--- src/rtl/lsu_pkg.sv ---
// Shared definitions for the data-memory load/store unit: funct3 codes,
// FSM state encoding and the latched request record.
package lsu_pkg;

  localparam logic [2:0] F3_B  = 3'b000;
  localparam logic [2:0] F3_H  = 3'b001;
  localparam logic [2:0] F3_W  = 3'b010;
  localparam logic [2:0] F3_BU = 3'b100;
  localparam logic [2:0] F3_HU = 3'b101;

  typedef enum logic [1:0] {
    IDLE    = 2'd0,
    RD_WORD = 2'd1,
    WR_WORD = 2'd2,
    RESP    = 2'd3
  } state_e;

  // Only the byte offset is kept; the word index lives in the mem_a register.
  typedef struct packed {
    logic       we;
    logic [2:0] funct3;
    logic [1:0] off;
  } lsu_req_t;

endpackage

--- src/rtl/lsu_align.sv ---
// Byte-lane steering: extracts and extends a load lane from a memory word,
// and merges a store lane into a word for sub-word read-modify-write.
module lsu_align
  import lsu_pkg::*;
(
  input  logic [2:0]  funct3,
  input  logic [1:0]  off,
  input  logic [31:0] word,
  input  logic [31:0] wdata,
  output logic [31:0] load_data,
  output logic [31:0] merged
);

  logic [7:0]  lane_b;
  logic [15:0] lane_h;

  always_comb begin
    lane_b    = word[{off, 3'b000} +: 8];
    lane_h    = off[1] ? word[31:16] : word[15:0];
    load_data = word;
    merged    = wdata;
    case (funct3)
      F3_B:  load_data = {{24{lane_b[7]}}, lane_b};
      F3_BU: load_data = {24'h0, lane_b};
      F3_H:  load_data = {{16{lane_h[15]}}, lane_h};
      F3_HU: load_data = {16'h0, lane_h};
      default: ;
    endcase
    // Only SB/SH reach the merge path; every other code stores the full word.
    case (funct3)
      F3_B: begin
        merged = word;
        merged[{off, 3'b000} +: 8] = wdata[7:0];
      end
      F3_H: begin
        merged = word;
        if (off[1]) merged[31:16] = wdata[15:0];
        else        merged[15:0]  = wdata[15:0];
      end
      default: ;
    endcase
  end

endmodule

--- src/rtl/data_mem_lsu.sv ---
// RV32I load/store initiator for a word-addressed data memory. One
// transaction at a time; sub-word stores are done as read-modify-write.
module data_mem_lsu
  import lsu_pkg::*;
#(
  parameter int MEM_WORDS = 32
) (
  input  logic        clk,
  input  logic        rst,
  input  logic        req_valid,
  output logic        req_ready,
  input  logic        req_we,
  input  logic [2:0]  req_funct3,
  input  logic [31:0] req_addr,
  input  logic [31:0] req_wdata,
  output logic        resp_valid,
  input  logic        resp_ready,
  output logic [31:0] resp_rdata,
  output logic        resp_err,
  output logic        mem_we,
  output logic [31:0] mem_a,
  output logic [31:0] mem_wd,
  input  logic [31:0] mem_rd
);

  state_e      state, nxt;
  lsu_req_t    req_q;
  logic [31:0] rdata_q, a_q, wd_q;
  logic        err_q, acc, bad;
  logic [31:0] load_data, merged;

  assign acc = req_valid && (state == IDLE);

  always_comb begin
    bad = 1'b0;
    case (req_funct3)
      F3_B:  bad = 1'b0;
      F3_H:  bad = req_addr[0];
      F3_W:  bad = |req_addr[1:0];
      F3_BU: bad = req_we;
      F3_HU: bad = req_we | req_addr[0];
      default: bad = 1'b1;
    endcase
    if ({2'b00, req_addr[31:2]} >= $unsigned(MEM_WORDS)) bad = 1'b1;
  end

  lsu_align u_align (
    .funct3    (req_q.funct3),
    .off       (req_q.off),
    .word      (mem_rd),
    .wdata     (wd_q),
    .load_data (load_data),
    .merged    (merged)
  );

  always_ff @(posedge clk or negedge rst) begin
    if (!rst) state <= IDLE;
    else      state <= nxt;
  end

  always_comb begin
    nxt = state;
    case (state)
      IDLE: if (acc) begin
        if (bad)                                nxt = RESP;
        else if (req_we && req_funct3 == F3_W)  nxt = WR_WORD;
        else                                    nxt = RD_WORD;
      end
      RD_WORD: nxt = req_q.we ? WR_WORD : RESP;
      WR_WORD: nxt = RESP;
      RESP:    if (resp_ready) nxt = IDLE;
      default: nxt = IDLE;
    endcase
  end

  // Write enable is decoded from state so reset kills it combinationally.
  always_comb begin
    req_ready  = (state == IDLE);
    resp_valid = (state == RESP);
    mem_we     = (state == WR_WORD);
  end

  always_ff @(posedge clk or negedge rst) begin
    if (!rst) begin
      req_q   <= '0;
      rdata_q <= '0;
      err_q   <= 1'b0;
      a_q     <= '0;
      wd_q    <= '0;
    end else begin
      if (acc) begin
        req_q   <= '{we: req_we, funct3: req_funct3, off: req_addr[1:0]};
        err_q   <= bad;
        rdata_q <= '0;
        if (!bad) begin
          a_q <= {2'b00, req_addr[31:2]};
          if (req_we) wd_q <= req_wdata;
        end
      end
      if (state == RD_WORD) begin
        if (req_q.we) wd_q    <= merged;
        else          rdata_q <= load_data;
      end
    end
  end

  assign resp_rdata = rdata_q;
  assign resp_err   = err_q;
  assign mem_a      = a_q;
  assign mem_wd     = wd_q;

endmodule

--- config.mk ---
export PLATFORM = sky130hd
export DESIGN_NAME = data_mem_lsu
export DESIGN_NICKNAME = d
export VERILOG_FILES = /design/src/rtl/lsu_pkg.sv /design/src/rtl/lsu_align.sv /design/src/rtl/data_mem_lsu.sv
export SDC_FILE = /design/constraint.sdc
export NUM_CORES = 1
export LEC_CHECK = 0
export ABC_AREA = 1
export CORE_ASPECT_RATIO = 0.8
export CORE_MARGIN = 10
export CORE_UTILIZATION = 49
export CTS_CLUSTER_DIAMETER = 40
export DETAILED_ROUTE_END_ITERATION = 8
export PLACE_DENSITY = 0.91
export SLEW_MARGIN = 10
export SYNTH_ARGS = -nofsm -noshare
export SYNTH_HDL_FRONTEND = slang
export SYNTH_SLANG_ARGS = --single-unit
--- constraint.sdc ---
create_clock -name clk -period 3.9 [get_ports clk]
set_clock_uncertainty 0.1 [all_clocks]
set_input_delay 0.78 -clock clk [delete_from_list [all_inputs] [get_ports clk]]
set_output_delay 0.78 -clock clk [all_outputs]
set_load 0.1 [all_outputs]
==> flow_metrics.py, run 1 <==
metrics = {
    "run_status": {
        "outcome": "finished, final reports clean",
    },
    "critical_path": {
        "cp_max_fo": 3,
        "r2r-start": "req_q[1]",
        "start_kind": "flip-flop",
        "critical_path_class": "flip-flop to primary output",
        "crit_arrival_ps": 2080,
        "required_ps": 3020,
        "cp-startpoint": "state[0]",
        "cp-end-kind": "primary output",
    },
    "grt": {
        "antenna_found_initial": 0,
        "grt_max_degree": 51,
        "grt_pass1_wl_mm": 34.6,
        "grt_usage_pct": 24.1,
        "overflow": 0,
        "grt_pass1_vias": 6331,
    },
    "synth": {
        "yosys.area.top_type": "dfrtp_1",
        "synth_cell_types": 34,
        "syn_avg_cell_area_um2": 6.97,
        "seq_area_frac_synth_pct": 41.4,
        "ys_ff_latch": 103,
        "synthTopCellsByArea": "dfrtp_1 (41%), nand2_1 (12%), o21ai_0 (11%)",
        "ys_warn_count": 0,
        "syn_inst": 892,
        "synth_area_mm2": 0.00622,
        "synth_edf_count": 0,
        "async_flop_share_pct": 100,
        "synthTopCellsByCount": "nand2_1 (192), inv_1 (135), o21ai_0 (135)",
        "yosys.area.top_type_share_pct": 41.4,
        "synth-main-ff-cell": "dfrtp_1",
        "yosysMostFrequentCell": "nand2_1",
    },
    "routing": {
        "viasPerCell": 5.47,
        "ant_nets": 0,
        "drt_wl_total_mm": 22.2,
        "vias": 6800,
        "drt-initial-drc-count": 802,
        "firstDrtPassIters": 7,
        "drc_errors": 0,
        "wl_per_cell_um": 17.8,
    },
    "clock_tree": {
        "cts_root_buf": "clkbuf_16",
        "cts_tree": "yes",
        "post_cts_buffers": 0,
        "ctsHoldBuffers": 0,
        "htree_levels": 3,
        "clkSinkCount": 103,
        "cts_resized": 0,
        "cts_buffers": 9,
        "clock_path_buffers": 2,
        "clkTransAtPathRegs_ps": 80,
        "clk_latency_ps": 360,
    },
    "floorplanning": {
        "rows": 36,
        "die_area_mm2": 0.0176,
        "die_h_um": 121,
        "core_mm2": 0.0123,
        "io_pins": 204,
        "start_util_pct": 50.6,
        "fp.dieW_um": 146,
    },
    "timing": {
        "slew_violations": 0,
        "worstMarginPinSlew_ps": 1040,
        "period_needed_ps": 2960,
        "fin_setup_tns_ps": 0,
        "rsz0062_at_grt": "no",
        "maxSlewHeadroom_pct": 30.4,
        "fin_ws_ps": 938,
        "fin_crit_sh_pct": 76.0,
        "setup_viol": 0,
        "hold_viol": 0,
        "max_freq_ghz": 0.338,
    },
    "run": {
        "drv_cap": 0,
    },
    "worst_hold_path": {
        "min_path_type": "input port to asynchronous set/reset pin",
    },
    "final_layout": {
        "n_antenna_cell": 0,
        "syn2layout_area_growth_pct": 38.0,
        "drive_gt1_share_pct": 4.38,
        "post-route-util_pct": 69.8,
        "nNetsFinal": 1181,
    },
    "pwr": {
        "power_leakage_uw": 0.00420,
        "finalPower_uw": 7850,
        "ir_worst_vdd_uv": 543,
        "powerDensity_mw_per_mm2": 914,
    },
    "placement": {
        "dpl.hpwl_mm": 17.0,
        "pre_cts_slack_ps": 882,
        "portBuffers": 201,
        "gp_congestion": 0.957,
    },
}
==> state kept, by name (all words and copies together) (netlist names) <==
name	count
mem_wd	32
resp_rdata	32
mem_a	30
req_q	6
state	2
resp_err	1
==> layout make-up <==
cell class | instances | area [um2]
Sequential cell | 103 | 2580
Fill cell | 1028 | 3710
Inverter | 140 | 526
Clock buffer | 10 | 229
Multi-Input combinational cell | 602 | 2890
Tap cell | 171 | 214
Timing Repair Buffer | 212 | 2090
Clock inverter | 6 | 62.6
==> cells by family after synthesis <==
logic type      share of synthesized area [%]
compound gates                           19.3
buf+inv                                  12.2
flops                                    41.4
other cells                            0.0603
fa+ha+maj                                1.81
simple gates                             25.2
==> cells in the final DEF (no fill, tap or decap), types with 2 or more instances in the layout <==
cell type          n
clkdlybuf4s50_1  198
nand2_1          192
inv_1            135
o21ai_0          135
dfrtp_1          103
nor2_1            87
a21oi_1           51
nand3_1           37
nand4_1           30
o211ai_1          15
buf_4             14
ha_1               9
clkbuf_16          9
o22ai_1            8
nor3_1             8
inv_2              5
nand2_2            3
nor2_2             3
o31ai_1            3
inv_6              3
nand2_4            2
a22oi_1            2
nor2_4             2
nand3_2            2
o21ai_1            2
o21bai_1           2
a31oi_1            2
conb_1             2
==> power breakdown <==
group          leakage, uW  internal [uW]  switching (uW)  total, uW
Clock             0.000143            452             441        893
Sequential         0.00119           1420             308       1730
Combinational      0.00286           1230            4000       5230
==> final timing paths <==
path | endpoint | slack, ps | cells after the start
min reg2reg | mem_a[28] | 390 | 2
min in group clk | mem_a[28] | 390 | 2
min | mem_wd[15] | 330 | 1
max reg2reg | mem_wd[0] | 1120 | 9
max in group asynchronous | req_q[0] | 2510 | 2
max | resp_valid | 940 | 2
==> worst max-delay path, stage by stage (launching register included) <==
cell	delay (ps)
dfrtp_1	390
ha_1	180
clkdlybuf4s50_1	1160
==> metrics by stage <==
stage	std cells	cell area [um2]	hold slack [ps]
final	1244	8590	326
after global routing	1244	8590	374
after CTS	1244	8590	355
after detailed placement	1228	8290	383
after global placement	1228	8290	380
after floorplan	893	6220	375
==> metal layers <==
layer  share of wire (%)  routed length (um)  up-vias  GRT usage (%)
li1                    -                   -     3237              -
met1                  41                9190     3085           32.2
met2                  45               10100      429           38.3
met3                  11                2520       49           7.08
met4                 1.7                 378        0           4.93
met5                   0                   0        -              0
Note: power is estimated with default switching activity, not from simulation.
==> run 2, diff against run 1 <==
CORE_UTILIZATION = 47   (was 49)
PLACE_DENSITY = 0.88   (was 0.91)
clock period = 3.05 ns   (was 3.9 ns; I/O delays follow)
==> run 2 against run 1 <==
Effect of this change:
- non-clock buffer count up 5
- final cell count up 0.72%
- critical path depth up 7
==> flow_metrics.py, run 2 (synthesis results as in run 1) <==
metrics = {
    "floorplanning": {
        "rows": 37,
        "die_area_mm2": 0.0183,
        "start_util_pct": 48.2,
        "die_h_um": 123,
        "io_pins": 204,
        "core_mm2": 0.0129,
        "fp.dieW_um": 149,
    },
    "final_layout": {
        "nNetsFinal": 1186,
        "n_antenna_cell": 0,
        "multi_input_area_mm2": 0.00289,
        "num-fill-cells": 1122,
        "post-route-util_pct": 65.2,
        "final-seq-area_mm2": 0.00258,
        "drive_gt1_share_pct": 13.8,
        "final_common_cell": "nand2_1",
        "syn2layout_area_growth_pct": 35.4,
        "finalInstanceArea_mm2": 0.00842,
        "layout_common_cells": "nand2_1 (192), inv_1 (135), o21ai_0 (135)",
        "fin_cells": 1253,
    },
    "critical_path": {
        "r2r_setup_slack_ps": 530,
        "path_cells": "inv_2 > nand2_2 > nor2_2 > nand2_1 > o31ai_1 > nand2_4 > nand2_4 > o21ai_0 > inv_1",
        "crit_arrival_ps": 2720,
        "cp_top_family": "simple AND/OR/NAND/NOR gates",
        "cpPeakStageDelay_ps": 580,
        "r2r_end": "resp_rdata[22]",
        "path_buf_inv": 2,
        "crit_path_frequent_cell": "nand2_4",
        "start_kind": "flip-flop",
        "cpMaxStageDelayCell": "dfrtp_1",
        "cp_max_fo": 29,
        "cp-end-kind": "flip-flop",
        "r2r-start": "req_q[3]",
        "rr_worst_depth": 9,
        "required_ps": 3250,
        "critical_path_class": "flip-flop to flip-flop",
    },
    "timing": {
        "fin_setup_tns_ps": 0,
        "hold_viol": 0,
        "maxSlewHeadroom_pct": 48.8,
        "fin_ws_ps": 530,
        "max_freq_ghz": 0.397,
        "setup_viol": 0,
        "fin_crit_sh_pct": 82.6,
        "rsz0062_at_grt": "no",
        "worstMarginPinSlew_ps": 767,
        "slew_violations": 0,
        "period_needed_ps": 2520,
    },
    "routing": {
        "ant_nets": 0,
        "firstDrtPassIters": 5,
        "wl_per_cell_um": 18.1,
        "drt-initial-drc-count": 795,
        "drt_wl_total_mm": 22.6,
        "drc_errors": 0,
        "viasPerCell": 5.46,
        "vias": 6838,
    },
    "clock_tree": {
        "cts_buffers": 9,
        "cts_resized": 0,
        "cts_root_buf": "clkbuf_16",
        "post_cts_buffers": 0,
        "clkTransAtPathRegs_ps": 80,
        "cts_tree": "yes",
        "ctsHoldBuffers": 0,
        "clock_path_buffers": 2,
        "clk_latency_ps": 360,
        "clkSinkCount": 103,
        "htree_levels": 3,
    },
    "placement": {
        "dpl.hpwl_mm": 17.4,
        "portBuffers": 201,
        "pre_cts_slack_ps": 456,
        "dp.cells": 1237,
        "gp_congestion": 0.999,
        "place_area_mm2": 0.00811,
    },
    "pwr": {
        "ir_worst_vdd_uv": 945,
        "power_leakage_uw": 0.00432,
        "powerDensity_mw_per_mm2": 1190,
    },
    "run": {
        "drv_cap": 0,
    },
    "grt": {
        "grt_pass1_vias": 6495,
        "grt_pass1_wl_mm": 35.1,
        "grt_max_degree": 59,
        "grt_usage_pct": 24.0,
        "antenna_found_initial": 0,
        "overflow": 0,
    },
    "worst_hold_path": {
        "min_path_type": "input port to asynchronous set/reset pin",
    },
    "run_status": {
        "outcome": "finished, final reports clean",
    },
}
-- run 2: report_power, final --
| group | internal (uW) | total (uW) | switching, uW |
|---|---|---|---|
| Sequential | 1810 | 2220 | 409 |
| Combinational | 1470 | 6590 | 5120 |
| Clock | 658 | 1240 | 579 |
| Total | 3940 | 10000 | 6110 |
-- run 2: worst max-delay path by stage --
stage,start,end,slack [ps],depth (start not counted)
after floorplan,state[0],mem_wd[11],320,11
after global placement,req_funct3[0],mem_a[0],490,11
after detailed placement,req_funct3[0],mem_a[1],460,11
after CTS,req_q[3],resp_rdata[22],640,9
after global routing,req_q[3],resp_rdata[23],330,9
final,req_q[3],resp_rdata[22],530,9
-- run 2: through the flow --
step / hold WS [ps] / power (uW)
2_1_floorplan: 214 / 7130
3_3_place_gp: 383 / 8640
3_5_place_dp: 385 / 8750
4_1_cts: 182 / 9990
5_1_grt: 204 / 10600
6_report: 157 / 10000
-- run 2: final cells by class --
class / instances / area share (%)
Clock buffer: 9 / 2.67
Sequential cell: 103 / 30.6
Timing Repair Buffer: 217 / 22.5
Inverter: 140 / 6.24
Tap cell: 175 / 2.60
Clock inverter: 7 / 1.07
Multi-Input combinational cell: 602 / 34.3
-- run 2: metal layers --
metal  global-route usage, %  vias to the layer above  wire, um
met1                    32.1                     3148      9380
met2                    37.0                      402     10100
met5                       0                        -         0
met3                    7.08                       44      2570
li1                        -                     3244         -
met4                    7.48                        0       546
==> run 3, diff against run 2 <==
clock period = 2.5 ns   (was 3.05 ns; I/O delays follow)
==> run 3 against run 2 <==
Effect of this change:
- the flow now finishes with violations (negative hold slack)
- global-route usage up 1.2 points
- fmax up 12%
- critical path depth unchanged
- final cell count up 1.4%
- critical endpoint is now mem_wd[24]
- largest cell class unchanged
==> flow_metrics.py, run 3 (synthesis results as in run 1) <==
metrics = {
    "run_status": {
        "outcome": "complete, but fails checks",
        "violations": "negative hold slack",
    },
    "critical_path": {
        "crit_arrival_ps": 2440,
        "start_kind": "flip-flop",
        "cp-end-kind": "flip-flop",
        "cp-startpoint": "state[1]",
        "rr_worst_depth": 9,
        "r2r_setup_slack_ps": 250,
        "required_ps": 2690,
        "crit_path_end": "mem_wd[24]",
        "critical_path_class": "flip-flop to flip-flop",
        "r2r-start": "state[1]",
        "cp_max_fo": 11,
        "r2r_end": "mem_wd[24]",
    },
    "final_layout": {
        "drive_gt1_share_pct": 15.3,
        "n_antenna_cell": 0,
        "final_common_cell": "nand2_1",
        "nNetsFinal": 1203,
        "layout_common_cells": "nand2_1 (192), inv_1 (135), o21ai_0 (135)",
        "syn2layout_area_growth_pct": 37.5,
    },
    "timing": {
        "setup_viol": 0,
        "period_needed_ps": 2250,
        "max_freq_ghz": 0.444,
        "rsz0062_at_grt": "no",
        "worstMarginPinSlew_ps": 692,
        "fin_setup_tns_ps": 0,
        "maxSlewHeadroom_pct": 53.8,
        "worst_hold_slack_ps": -3.89,
        "hold_viol": 5,
        "slew_violations": 0,
        "fin_crit_sh_pct": 90.0,
    },
    "clock_tree": {
        "htree_levels": 3,
        "clk_latency_ps": 370,
        "cts_resized": 0,
        "clock_path_buffers": 2,
        "cts_buffers": 9,
        "clkTransAtPathRegs_ps": 80,
        "post_cts_buffers": 0,
        "clkSinkCount": 103,
        "cts_tree": "yes",
        "ctsHoldBuffers": 0,
        "cts_root_buf": "clkbuf_16",
    },
    "floorplanning": {
        "io_pins": 204,
        "rows": 37,
        "die_h_um": 123,
        "fp.dieW_um": 149,
        "start_util_pct": 48.2,
        "die_area_mm2": 0.0183,
        "core_mm2": 0.0129,
    },
    "routing": {
        "drt_wl_total_mm": 23.4,
        "firstDrtPassIters": 6,
        "drt-initial-drc-count": 755,
        "drc_errors": 0,
        "ant_nets": 0,
        "viasPerCell": 5.41,
        "wl_per_cell_um": 18.4,
        "vias": 6868,
    },
    "pwr": {
        "powerDensity_mw_per_mm2": 1440,
        "finalPower_uw": 12300,
        "ir_worst_vdd_uv": 1410,
        "power_leakage_uw": 0.00440,
    },
    "run": {
        "drv_cap": 0,
    },
    "grt": {
        "grt_pass1_wl_mm": 36.5,
        "grt_max_degree": 46,
        "grt_usage_pct": 25.3,
        "antenna_found_initial": 0,
        "overflow": 0,
        "grt_pass1_vias": 6667,
    },
    "placement": {
        "portBuffers": 201,
        "gp_congestion": 1.01,
        "dpl.hpwl_mm": 17.9,
    },
    "worst_hold_path": {
        "min_path_type": "input port to asynchronous set/reset pin",
    },
}
run 3: layout make-up:
cell class / instances / area (um2)
flip-flops and latches: 103 / 2580
clock buffers: 10 / 239
inverters: 140 / 526
repair buffers: 234 / 2050
multi-input cells: 602 / 2890
well taps: 175 / 219
clock inverters: 6 / 50.0
fillers: 1110 / 4360
run 3: through the flow:
step           cell area, um2  utilization (%)  hold slack [ps]  std cells  setup slack [ps]
2_1_floorplan            6230                -              104        893               152
3_3_place_gp             8260             64.0              380       1254               229
3_5_place_dp             8260             64.0              384       1254               112
4_1_cts                  8550             66.2             11.0       1270               299
5_1_grt                  8550             66.2             29.4       1270              43.4
6_report                 8550             66.2            -3.89       1270               250
run 3: power by group:
part	total, uW	internal [uW]	switching [uW]	leakage (uW)
Combinational	8230	1910	6320	0.00307
Sequential	2690	2210	473	0.00119
Clock	1410	717	689	0.000141
run 3: worst min-delay path by stage:
| stage | cells after the start | startpoint | slack [ps] | end |
|---|---|---|---|---|
| floorplan | 0 | rst | 100 | mem_a[0] |
| global placement | 2 | mem_a[4] | 380 | mem_a[4] |
| detailed placement | 2 | mem_a[0] | 380 | mem_a[0] |
| CTS | 1 | rst | 10 | mem_wd[1] |
| global route | 1 | rst | 30 | mem_wd[8] |
| finish | 1 | rst | -4 | mem_wd[14] |
run 3: metal layers:
metal | up-vias | GRT usage, % | wire (um)
li1 | 3280 | - | -
met1 | 3180 | 33.0 | 9880
met4 | 0 | 7.23 | 539
met5 | - | 0 | 0
met2 | 357 | 39.5 | 10600
met3 | 51 | 8.29 | 2360
run 3: worst max-delay path, stage by stage (launching register included):
cell and delay [ps]:
dfrtp_1 410, inv_1 130, ha_1 190, nand2_1 210
inv_1 390, buf_4 240, o21ai_0 110, a21oi_1 150
nor2_1 80, a21oi_1 140
